$ cat config.mk
export PLATFORM = sky130hd
export DESIGN_NAME = core_alu_arb
export DESIGN_NICKNAME = d
export VERILOG_FILES = /design/src/rtl/core_alu_arb.sv
export SDC_FILE = /design/constraint.sdc
export NUM_CORES = 1
export LEC_CHECK = 0
export ABC_CLOCK_PERIOD_IN_PS = 2950
export CAP_MARGIN = 20
export CORE_UTILIZATION = 34
export CTS_CLUSTER_SIZE = 30
export DETAILED_ROUTE_END_ITERATION = 10
export GPL_ROUTABILITY_DRIVEN = 1
export HOLD_SLACK_MARGIN = 0.02
export PLACE_DENSITY = 0.84
export SYNTH_ARGS = -nofsm -noshare
export SYNTH_HDL_FRONTEND = slang
export SYNTH_SLANG_ARGS = --single-unit
export TNS_END_PERCENT = 5
$ cat constraint.sdc
create_clock -name clk_i -period 2.95 [get_ports clk_i]
set_clock_uncertainty 0.2 [all_clocks]
set_input_delay 0.295 -clock clk_i [delete_from_list [all_inputs] [get_ports clk_i]]
set_output_delay 0.295 -clock clk_i [all_outputs]
set_load 0.03 [all_outputs]
$ cat src/rtl/core_alu_arb.sv
// Two-requester round-robin front end for a shared, externally registered ALU.
// state | meaning: S_IDLE wait and grant | S_EXEC ALU working | S_RESP result held for consumer
module core_alu_arb #(
    parameter int CNT_W = 16
) (
    input  logic             clk_i,
    input  logic             rst_i,
    input  logic [1:0]       req_valid_i,
    output logic [1:0]       req_ready_o,
    input  logic [5:0]       req_op_i,
    input  logic [31:0]      req_a_i,
    input  logic [31:0]      req_b_i,
    output logic             rsp_valid_o,
    input  logic             rsp_ready_i,
    output logic             rsp_id_o,
    output logic [15:0]      rsp_data_o,
    output logic [2:0]       alu_op_o,
    output logic [15:0]      alu_a_o,
    output logic [15:0]      alu_b_o,
    input  logic [15:0]      alu_c_i,
    output logic [CNT_W-1:0] done_cnt_o
);

    typedef enum logic [1:0] {
        S_IDLE,
        S_EXEC,
        S_RESP
    } state_t;

    state_t            state_q;
    state_t            state_d;
    logic              last_q;
    logic              id_q;
    logic [15:0]       data_q;
    logic [CNT_W-1:0]  cnt_q;
    logic              gnt_id;
    logic              gnt_en;

    // Contest goes to whoever did not win last; a lone requester always wins.
    always_comb begin
        gnt_id = req_valid_i[1];
        if (&req_valid_i) begin
            gnt_id = ~last_q;
        end
    end

    // Reset gates the grant so ready and ALU outputs drop the moment rst_i falls.
    assign gnt_en = rst_i && (state_q == S_IDLE) && (|req_valid_i);

    always_comb begin
        state_d     = state_q;
        req_ready_o = 2'b00;
        alu_op_o    = 3'd0;
        alu_a_o     = 16'd0;
        alu_b_o     = 16'd0;
        case (state_q)
            S_IDLE: begin
                if (gnt_en) begin
                    req_ready_o = gnt_id ? 2'b10 : 2'b01;
                    alu_op_o    = gnt_id ? req_op_i[5:3]  : req_op_i[2:0];
                    alu_a_o     = gnt_id ? req_a_i[31:16] : req_a_i[15:0];
                    alu_b_o     = gnt_id ? req_b_i[31:16] : req_b_i[15:0];
                    state_d     = S_EXEC;
                end
            end
            S_EXEC: state_d = S_RESP;
            S_RESP: begin
                if (rsp_ready_i) begin
                    state_d = S_IDLE;
                end
            end
            default: state_d = S_IDLE;
        endcase
    end

    always_ff @(posedge clk_i or negedge rst_i) begin
        if (!rst_i) begin
            state_q <= S_IDLE;
            last_q  <= 1'b1;
            id_q    <= 1'b0;
            data_q  <= 16'd0;
            cnt_q   <= '0;
        end else begin
            state_q <= state_d;
            if (gnt_en) begin
                last_q <= gnt_id;
                id_q   <= gnt_id;
            end
            if (state_q == S_EXEC) begin
                data_q <= alu_c_i;
            end
            if ((state_q == S_RESP) && rsp_ready_i) begin
                cnt_q <= cnt_q + CNT_W'(1);
            end
        end
    end

    assign rsp_valid_o = (state_q == S_RESP);
    assign rsp_id_o    = id_q;
    assign rsp_data_o  = data_q;
    assign done_cnt_o  = cnt_q;

endmodule

After elaboration in Yosys (flattened, before gate mapping)
Index checks and enable logic that the tools add are counted.

storage, ports and cells
  bits in registers = 36
  input bits = 91
  output and inout bits = 71
  logic and storage cells = 34

cells by class
  add/sub/neg operators = 1
  eq/ne operators = 4
  muxes and demuxes = 16
  bitwise logic cells = 1
  reduce and logical (&&, ||, !) cells = 7

operators by type and width
  cell                   number
  $mux 16                6
  $add 16x1->16 const B  1
  $mux 2                 5
  $mux 3                 3
  $pmux 2 s3             1
  $reduce_and 2->1       2
  $logic_and 1x1->1      3
  $eq 2x1->1 const B     1
  $eq 2x2->1 const B     1
  $logic_not 2->1        1
  $ne 2x1->1 const B     1
  $ne 2x2->1 const B     1
  $reduce_or 2->1        1
  $mux 1                 1
  $not 1->1              1

Longest topological paths before layout
Gate-level depths: netlist of run 1.

  depth in word-level cells = 5
  gate-level depth with buffers = 5
  depth with buffers taken out = 5

Worst setup path after synthesis of run 1
OpenSTA, ideal clock, no wires.

  path kind = flip-flop to output port
  start = register state_q[1]
  end = output alu_a_o[10]
  arrival time = 1,399 ps
  data required time = 2,455 ps
  path slack = 1,056 ps
  stages on the path, launching flop included = 6
  path buffers = 2
  cell sequence = dfrtp_1 -> nor3b_2 -> and3_1 -> buf_4 -> buf_4 -> a22o_1

between the ends
  cells in the longest elaborated chain, start to end = 5

RTL lines
  item                            line    source
  from (decl)                     30      state_t state_q;
  from (signal assigned)          84      state_q <= state_d;
  $logic_not 2->1 (*)             48, 56
  $logic_and 1x1->1 (2 in a row)  48      assign gnt_en = rst_i && (state_q == S_IDLE) && (|req_valid_i);
  $mux 16                         58      if (gnt_en) begin
  $mux 16 (*)                     56      case (state_q)
  to (decl)                       18      output logic [15:0] alu_a_o,

Every way passes the cells marked *; elsewhere a longest branch is shown, timed or not.

Final worst setup path of run 1
  start = input rst_i
  end = output alu_a_o[5]

between the ends
  cells in the longest elaborated chain, start to end = 4

RTL lines
  item                            line  source
  from (decl)                     7     input logic rst_i,
  $logic_and 1x1->1 (2 in a row)  48
  $mux 16                         58
  $mux 16                         56

Every way passes these cells.

==> results.sh, run 1 <==
export IMPL_synth_edf_count=0
export IMPL_drt_wl_total_um=5860
export IMPL_fp_dieW_um=76.3
export IMPL_areaGrowthSynthToFinish_pct=90.1
export IMPL_clock_sinks=36
export IMPL_finalMaxSlewViolations=0
export IMPL_root_buffer="clkbuf_8"
export IMPL_drive_gt1_frac=0.237
export IMPL_ys_seq_elements=36
export IMPL_vias=1833
export IMPL_die_area_sq_um=5830
export IMPL_switching_share=0.390
export IMPL_grt_pass1_vias=1938
export IMPL_multi_input_area_sq_um=875
export IMPL_synth_avg_cell_area_sq_um=12.1
export IMPL_r2r_start="state_q[1]"
export IMPL_relSlewSlack=0.478
export IMPL_drc=0
export IMPL_cts_setup_buffers=0
export IMPL_synth_top_cell_area_share=0.466
export IMPL_start_util=0.361
export IMPL_synth_area_sq_um=1880
export IMPL_tightest_slew_ns=0.783
export IMPL_p_seq_frac=0.302
export IMPL_setup_viol=0
export IMPL_intPower_mw=1.54
export IMPL_leakagePower_nw=1.57
export IMPL_ios=162
export IMPL_clockBufferDepth=2
export IMPL_dr_pass1_iters=4
export IMPL_numPlacedInstances=378
export IMPL_yosysWarnings=0
export IMPL_synthCells=155
export IMPL_grt_antenna_before_repair=0
export IMPL_synth_cell_types=27
export IMPL_h_tree_depth=2
export IMPL_r2r_end="rsp_data_o[2]"
export IMPL_die_y_um=76.3
export IMPL_cp_max_fo=27
export IMPL_nNetsFinal=408
export IMPL_hold_violations=0
export IMPL_overflow=0
export IMPL_min_period_ns=2.77
export IMPL_vias_per_cell=4.74
export IMPL_synth_area_leaders="dfrtp_1 47%, a22o_1 16%, mux2_2 10%"
export IMPL_synthFlopType="dfrtp_1"
export IMPL_antennaDiodeCount=0
export IMPL_r2r_cells=2
export IMPL_outcome="complete, no violations"
export IMPL_cts_tree="built"
export IMPL_grt_pass1_wl_um=9510
export IMPL_pwr_share_comb=0.528
export IMPL_place_congestion=0.720
export IMPL_peakVddDrop_mv=0.682
export IMPL_cp_end_kind="output port"
export IMPL_wire_per_inst_um=15.1
export IMPL_syn_nets=247
export IMPL_setup_slack_ns=0.178
export IMPL_crit_start="rst_i"
export IMPL_drt_initial_drc_count=49
export IMPL_cts_buffers=5
export IMPL_num_rows=26
export IMPL_hold_path_class="reg2reg"
export IMPL_crit_end="alu_a_o[5]"
export IMPL_io_buffers=161
export IMPL_grt_total_usage=0.208
export IMPL_arrival_ns=2.28
export IMPL_cts_repair_resize_count=0
export IMPL_clkLatencyLatePin_ns=0.29
export IMPL_hpwlAfterDp_um=4600
export IMPL_min_period_over_period=0.940
export IMPL_dpl_worst_slack_ns=0.639
export IMPL_yosys_area_top_type="dfrtp_1"
export IMPL_reg2reg_slack_ns=1.20
export IMPL_ys_seq_area_frac=0.480
export IMPL_grt_max_degree=39
export IMPL_fillers=432
export IMPL_yosys_top_cells_count="35 x a22o_1, 35 x dfrtp_1, 17 x mux2_2"
export IMPL_start_kind="primary input"
export IMPL_rsz0062_at_grt="no"
export IMPL_seq_area_sq_um=902
export IMPL_max_freq_ghz=0.361
export IMPL_setup_worst_path_class="in2out"
export IMPL_required_ns=2.46
export IMPL_cellPowerDensity_nw_per_um2=708
export IMPL_power_frac_clock=0.171
export IMPL_ys_async_sr_fraction=1.00
export IMPL_switching_power_mw=0.987
export IMPL_ant_nets=0
export IMPL_fin_tns_setup_ns=0
export IMPL_drv_cap=0
export IMPL_core_area_sq_um=5200
export IMPL_clkTransAtPathRegs_ns=0.07
export IMPL_stdcell_count=387
export IMPL_hold_buffers=1
-- layout by cell type (no fill, tap or decap), drive strengths merged --
| master | netlist | final |
|---|---|---|
| dfstp | 1 | 1 |
| clkbuf | 0 | 5 |
| clkinv | 0 | 1 |
| dlygate4sd3 | 0 | 1 |
| and3 | 4 | 4 |
| and2 | 2 | 2 |
| mux2 | 17 | 17 |
| dfrtp | 35 | 35 |
| nor3b | 1 | 1 |
| and4b | 1 | 1 |
| nor4 | 1 | 1 |
| nor2 | 5 | 5 |
| buf | 12 | 42 |
| or2b | 1 | 1 |
| xor2 | 2 | 2 |
| and4 | 1 | 1 |
| nand4 | 2 | 2 |
| bufinv | 0 | 1 |
| o21ai | 1 | 1 |
| a22o | 35 | 35 |
| nand2b | 2 | 2 |
| inv | 3 | 3 |
| clkinvlp | 0 | 1 |
| ha | 1 | 1 |
| nand2 | 6 | 6 |
| xnor2 | 13 | 13 |
| nand3 | 8 | 8 |
| o21a | 1 | 1 |
| clkdlybuf4s50 | 0 | 123 |
-- power by group through the flow --
stage | clock [mW] | combinational (mW) | sequential, mW
2_1_floorplan | 0 | 0.448 | 1.05
3_3_place_gp | 0 | 1.31 | 0.763
3_5_place_dp | 0 | 1.34 | 0.771
4_1_cts | 0.444 | 1.35 | 0.765
5_1_grt | 0.466 | 1.40 | 0.786
6_report | 0.432 | 1.34 | 0.763
-- per-layer routing --
layer | GRT usage | wire length, um | vias to the layer above | part of all wire
li1 | - | - | 896 | -
met1 | 0.234 | 2330 | 861 | 0.40
met2 | 0.373 | 3070 | 70 | 0.52
met3 | 0.0671 | 418 | 6 | 0.071
met4 | 0.0635 | 48 | 0 | 0.0082
met5 | 0 | 0 | - | 0
-- sequential cells by signal, indices dropped and copies added, names as in the netlist --
signal / flops
done_cnt_o: 16
rsp_data_o: 16
state_q: 2
last_q: 1
rsp_id_o: 1
-- critical path: stages --
cell           delay [ns]
dlygate4sd3_1        0.53
buf_2                0.12
nor3b_2              0.27
and3_1               0.50
buf_16               0.23
a22o_1               0.20
buf_12               0.13
-- area by class of cell --
cell class                      count  area share
Timing Repair Buffer              166       0.444
Sequential cell                    36       0.252
Multi-Input combinational cell    104       0.245
Tap cell                           70      0.0245
Clock buffer                        5      0.0193
Clock inverter                      3      0.0119
Inverter                            3     0.00315
-- metrics by stage --
step                total power [mW]   util  area (sq um)  hold slack [ns]
floorplan                       1.50      -          1880           -0.201
global placement                2.08  0.658          3420            0.207
detailed placement              2.11  0.663          3450            0.191
CTS                             2.56  0.687          3570            0.282
global route                    2.65  0.687          3570            0.306
finish                          2.53  0.687          3570            0.276
-- worst min path at each step --
| stage | start | endpoint | cells after the start |
|---|---|---|---|
| global route | done_cnt_o[15] | done_cnt_o[15] | 1 |
| floorplan | rst_i | done_cnt_o[0] | 0 |
| detailed placement | rst_i | done_cnt_o[8] | 2 |
| CTS | done_cnt_o[15] | done_cnt_o[15] | 1 |
| global placement | rst_i | done_cnt_o[10] | 2 |
| finish | done_cnt_o[15] | done_cnt_o[15] | 1 |
-- kinds of logic (layout without fill, tap and decap cells) --
family,after synthesis,in the layout,synth area share
buffers and inverters,15,177,0.0546
adder cells (fa/ha/maj),1,1,0.00666
AND/OR/NAND/NOR,34,34,0.117
multiplexers,17,17,0.102
AO/OA/AOI/OAI,37,37,0.170
flip-flops,36,36,0.480
XOR/XNOR,15,15,0.0699
Power figures use the tool's default switching activity.
==> run 2: changes to the inputs <==
- ABC_CLOCK_PERIOD_IN_PS: 2950 -> 2250
- CORE_UTILIZATION: 34 -> 29
- PLACE_DENSITY: 0.84 -> 0.76
- clock period: 2.95 -> 2.25 ns (I/O delays scaled with it)
==> run 2 against run 1 <==
Total power is 27% higher. Critical endpoint is now rsp_valid_o. Critical path depth is 4 lower. Global-route usage is 5.0 points lower. Cell count is 2.1% higher. Wire length is 1.1% lower.
==> results.sh, run 2 (same netlist as run 1, synthesis figures left out) <==
export IMPL_tightest_slew_ns=0.458
export IMPL_layout_common_cells="123 x clkdlybuf4s50_1, 42 x buf_4, 35 x a22o_1, 35 x dfrtp_1, 17 x mux2_2"
export IMPL_relSlewSlack=0.695
export IMPL_peakVddDrop_mv=0.698
export IMPL_io_buffers=161
export IMPL_overflow=0
export IMPL_hold_end="done_cnt_o[15]"
export IMPL_dpl_worst_slack_ns=0.194
export IMPL_rsz0062_at_grt="yes"
export IMPL_setup_worst_path_class="reg2out"
export IMPL_h_tree_depth=2
export IMPL_ant_nets=0
export IMPL_drv_cap=0
export IMPL_arrival_ns=1.76
export IMPL_antennaDiodeCount=0
export IMPL_root_buffer="clkbuf_8"
export IMPL_grt_max_degree=37
export IMPL_r2r_end="done_cnt_o[11]"
export IMPL_min_period_ns=2.18
export IMPL_drc=0
export IMPL_r2r_cells=4
export IMPL_finalMaxSlewViolations=0
export IMPL_place_area_sq_um=3440
export IMPL_clock_sinks=36
export IMPL_cp_end_kind="output port"
export IMPL_die_y_um=82.5
export IMPL_drt_wl_total_um=5800
export IMPL_vias_per_cell=4.60
export IMPL_leakagePower_nw=1.57
export IMPL_clockBufferDepth=2
export IMPL_outcome="complete, no violations"
export IMPL_place_congestion=0.723
export IMPL_final_common_cell="clkdlybuf4s50_1"
export IMPL_clkTransAtPathRegs_ns=0.07
export IMPL_setup_slack_ns=0.0695
export IMPL_vias=1818
export IMPL_numPlacedInstances=385
export IMPL_hold_path_class="reg2reg"
export IMPL_cts_buffers=5
export IMPL_r2r_start="state_q[0]"
export IMPL_drt_initial_drc_count=58
export IMPL_setup_viol=0
export IMPL_cp_max_fo=4
export IMPL_reg2reg_slack_ns=0.55
export IMPL_grt_total_usage=0.159
export IMPL_drive_gt1_frac=0.244
export IMPL_wire_per_inst_um=14.7
export IMPL_stdcell_count=395
export IMPL_clkLatencyLatePin_ns=0.28
export IMPL_areaGrowthSynthToFinish_pct=90.7
export IMPL_nNetsFinal=411
export IMPL_die_area_sq_um=6810
export IMPL_hold_path_depth=1
export IMPL_ios=162
export IMPL_min_period_over_period=0.969
export IMPL_start_util=0.308
export IMPL_grt_pass1_wl_um=8160
export IMPL_hold_violations=0
export IMPL_core_area_sq_um=6100
export IMPL_num_rows=28
export IMPL_hpwlAfterDp_um=4660
export IMPL_start_kind="register"
export IMPL_fin_tns_setup_ns=0
export IMPL_grt_antenna_before_repair=0
export IMPL_holdCritStartpoint="done_cnt_o[15]"
export IMPL_grt_pass1_vias=1726
export IMPL_required_ns=1.82
export IMPL_cellPowerDensity_nw_per_um2=898
export IMPL_cts_tree="built"
export IMPL_dr_pass1_iters=4
export IMPL_fin_area_sq_um=3580
export IMPL_max_freq_ghz=0.459
export IMPL_hold_ws_ns=0.271
export IMPL_fp_dieW_um=82.5
run 2: worst max-delay path by stage:
| stage | to | startpoint | slack [ns] |
|---|---|---|---|
| floorplan | alu_a_o[10] | state_q[1] | 0.43 |
| global placement | alu_b_o[1] | req_valid_i[1] | 0.20 |
| detailed placement | alu_b_o[1] | req_valid_i[1] | 0.19 |
| CTS | alu_b_o[1] | state_q[0] | 0.0006 |
| global route | alu_b_o[1] | state_q[1] | -0.02 |
| finish | rsp_valid_o | state_q[0] | 0.07 |
run 2: through the flow:
| stage | power [mW] | utilization |
|---|---|---|
| finish | 3.22 | 0.588 |
| global route | 3.40 | 0.588 |
| CTS | 3.25 | 0.585 |
| detailed placement | 2.75 | 0.564 |
| global placement | 2.73 | 0.564 |
| floorplan | 1.97 | - |
run 2: area by class of cell:
cell class | instances | area (sq um)
fillers | 538 | 2510
repair buffers | 169 | 1600
flip-flops and latches | 36 | 902
multi-input cells | 104 | 891
well taps | 75 | 93.8
clock buffers | 8 | 90.1
inverters | 3 | 11.3
run 2: per-layer routing:
metal / GRT usage / part of all wire
met4: 0.0362 / 0.0043
met3: 0.0560 / 0.063
met5: 0 / 0
met1: 0.210 / 0.42
met2: 0.248 / 0.52
run 2: critical path, cell delays in order, from the launching register on:
cell             delay (ns)
dfrtp_1                0.43
or2b_2                 0.31
inv_1                  0.07
clkdlybuf4s50_1        0.67
run 2: where the power goes:
part	leakage (nW)	internal (mW)	switching [mW]	total (mW)
logic	1.08	0.846	0.909	1.76
clock network	0.0455	0.250	0.212	0.462
registers	0.451	0.863	0.141	1.00
total	1.57	1.96	1.26	3.22
run 2: repair_timing:
item,CTS,global route
setup buffers,1,0
hold endpoints to repair,35,0
hold buffers,1,0
endpoints found under the setup margin,35,35
pin swaps,1,1
resized for setup,5,3
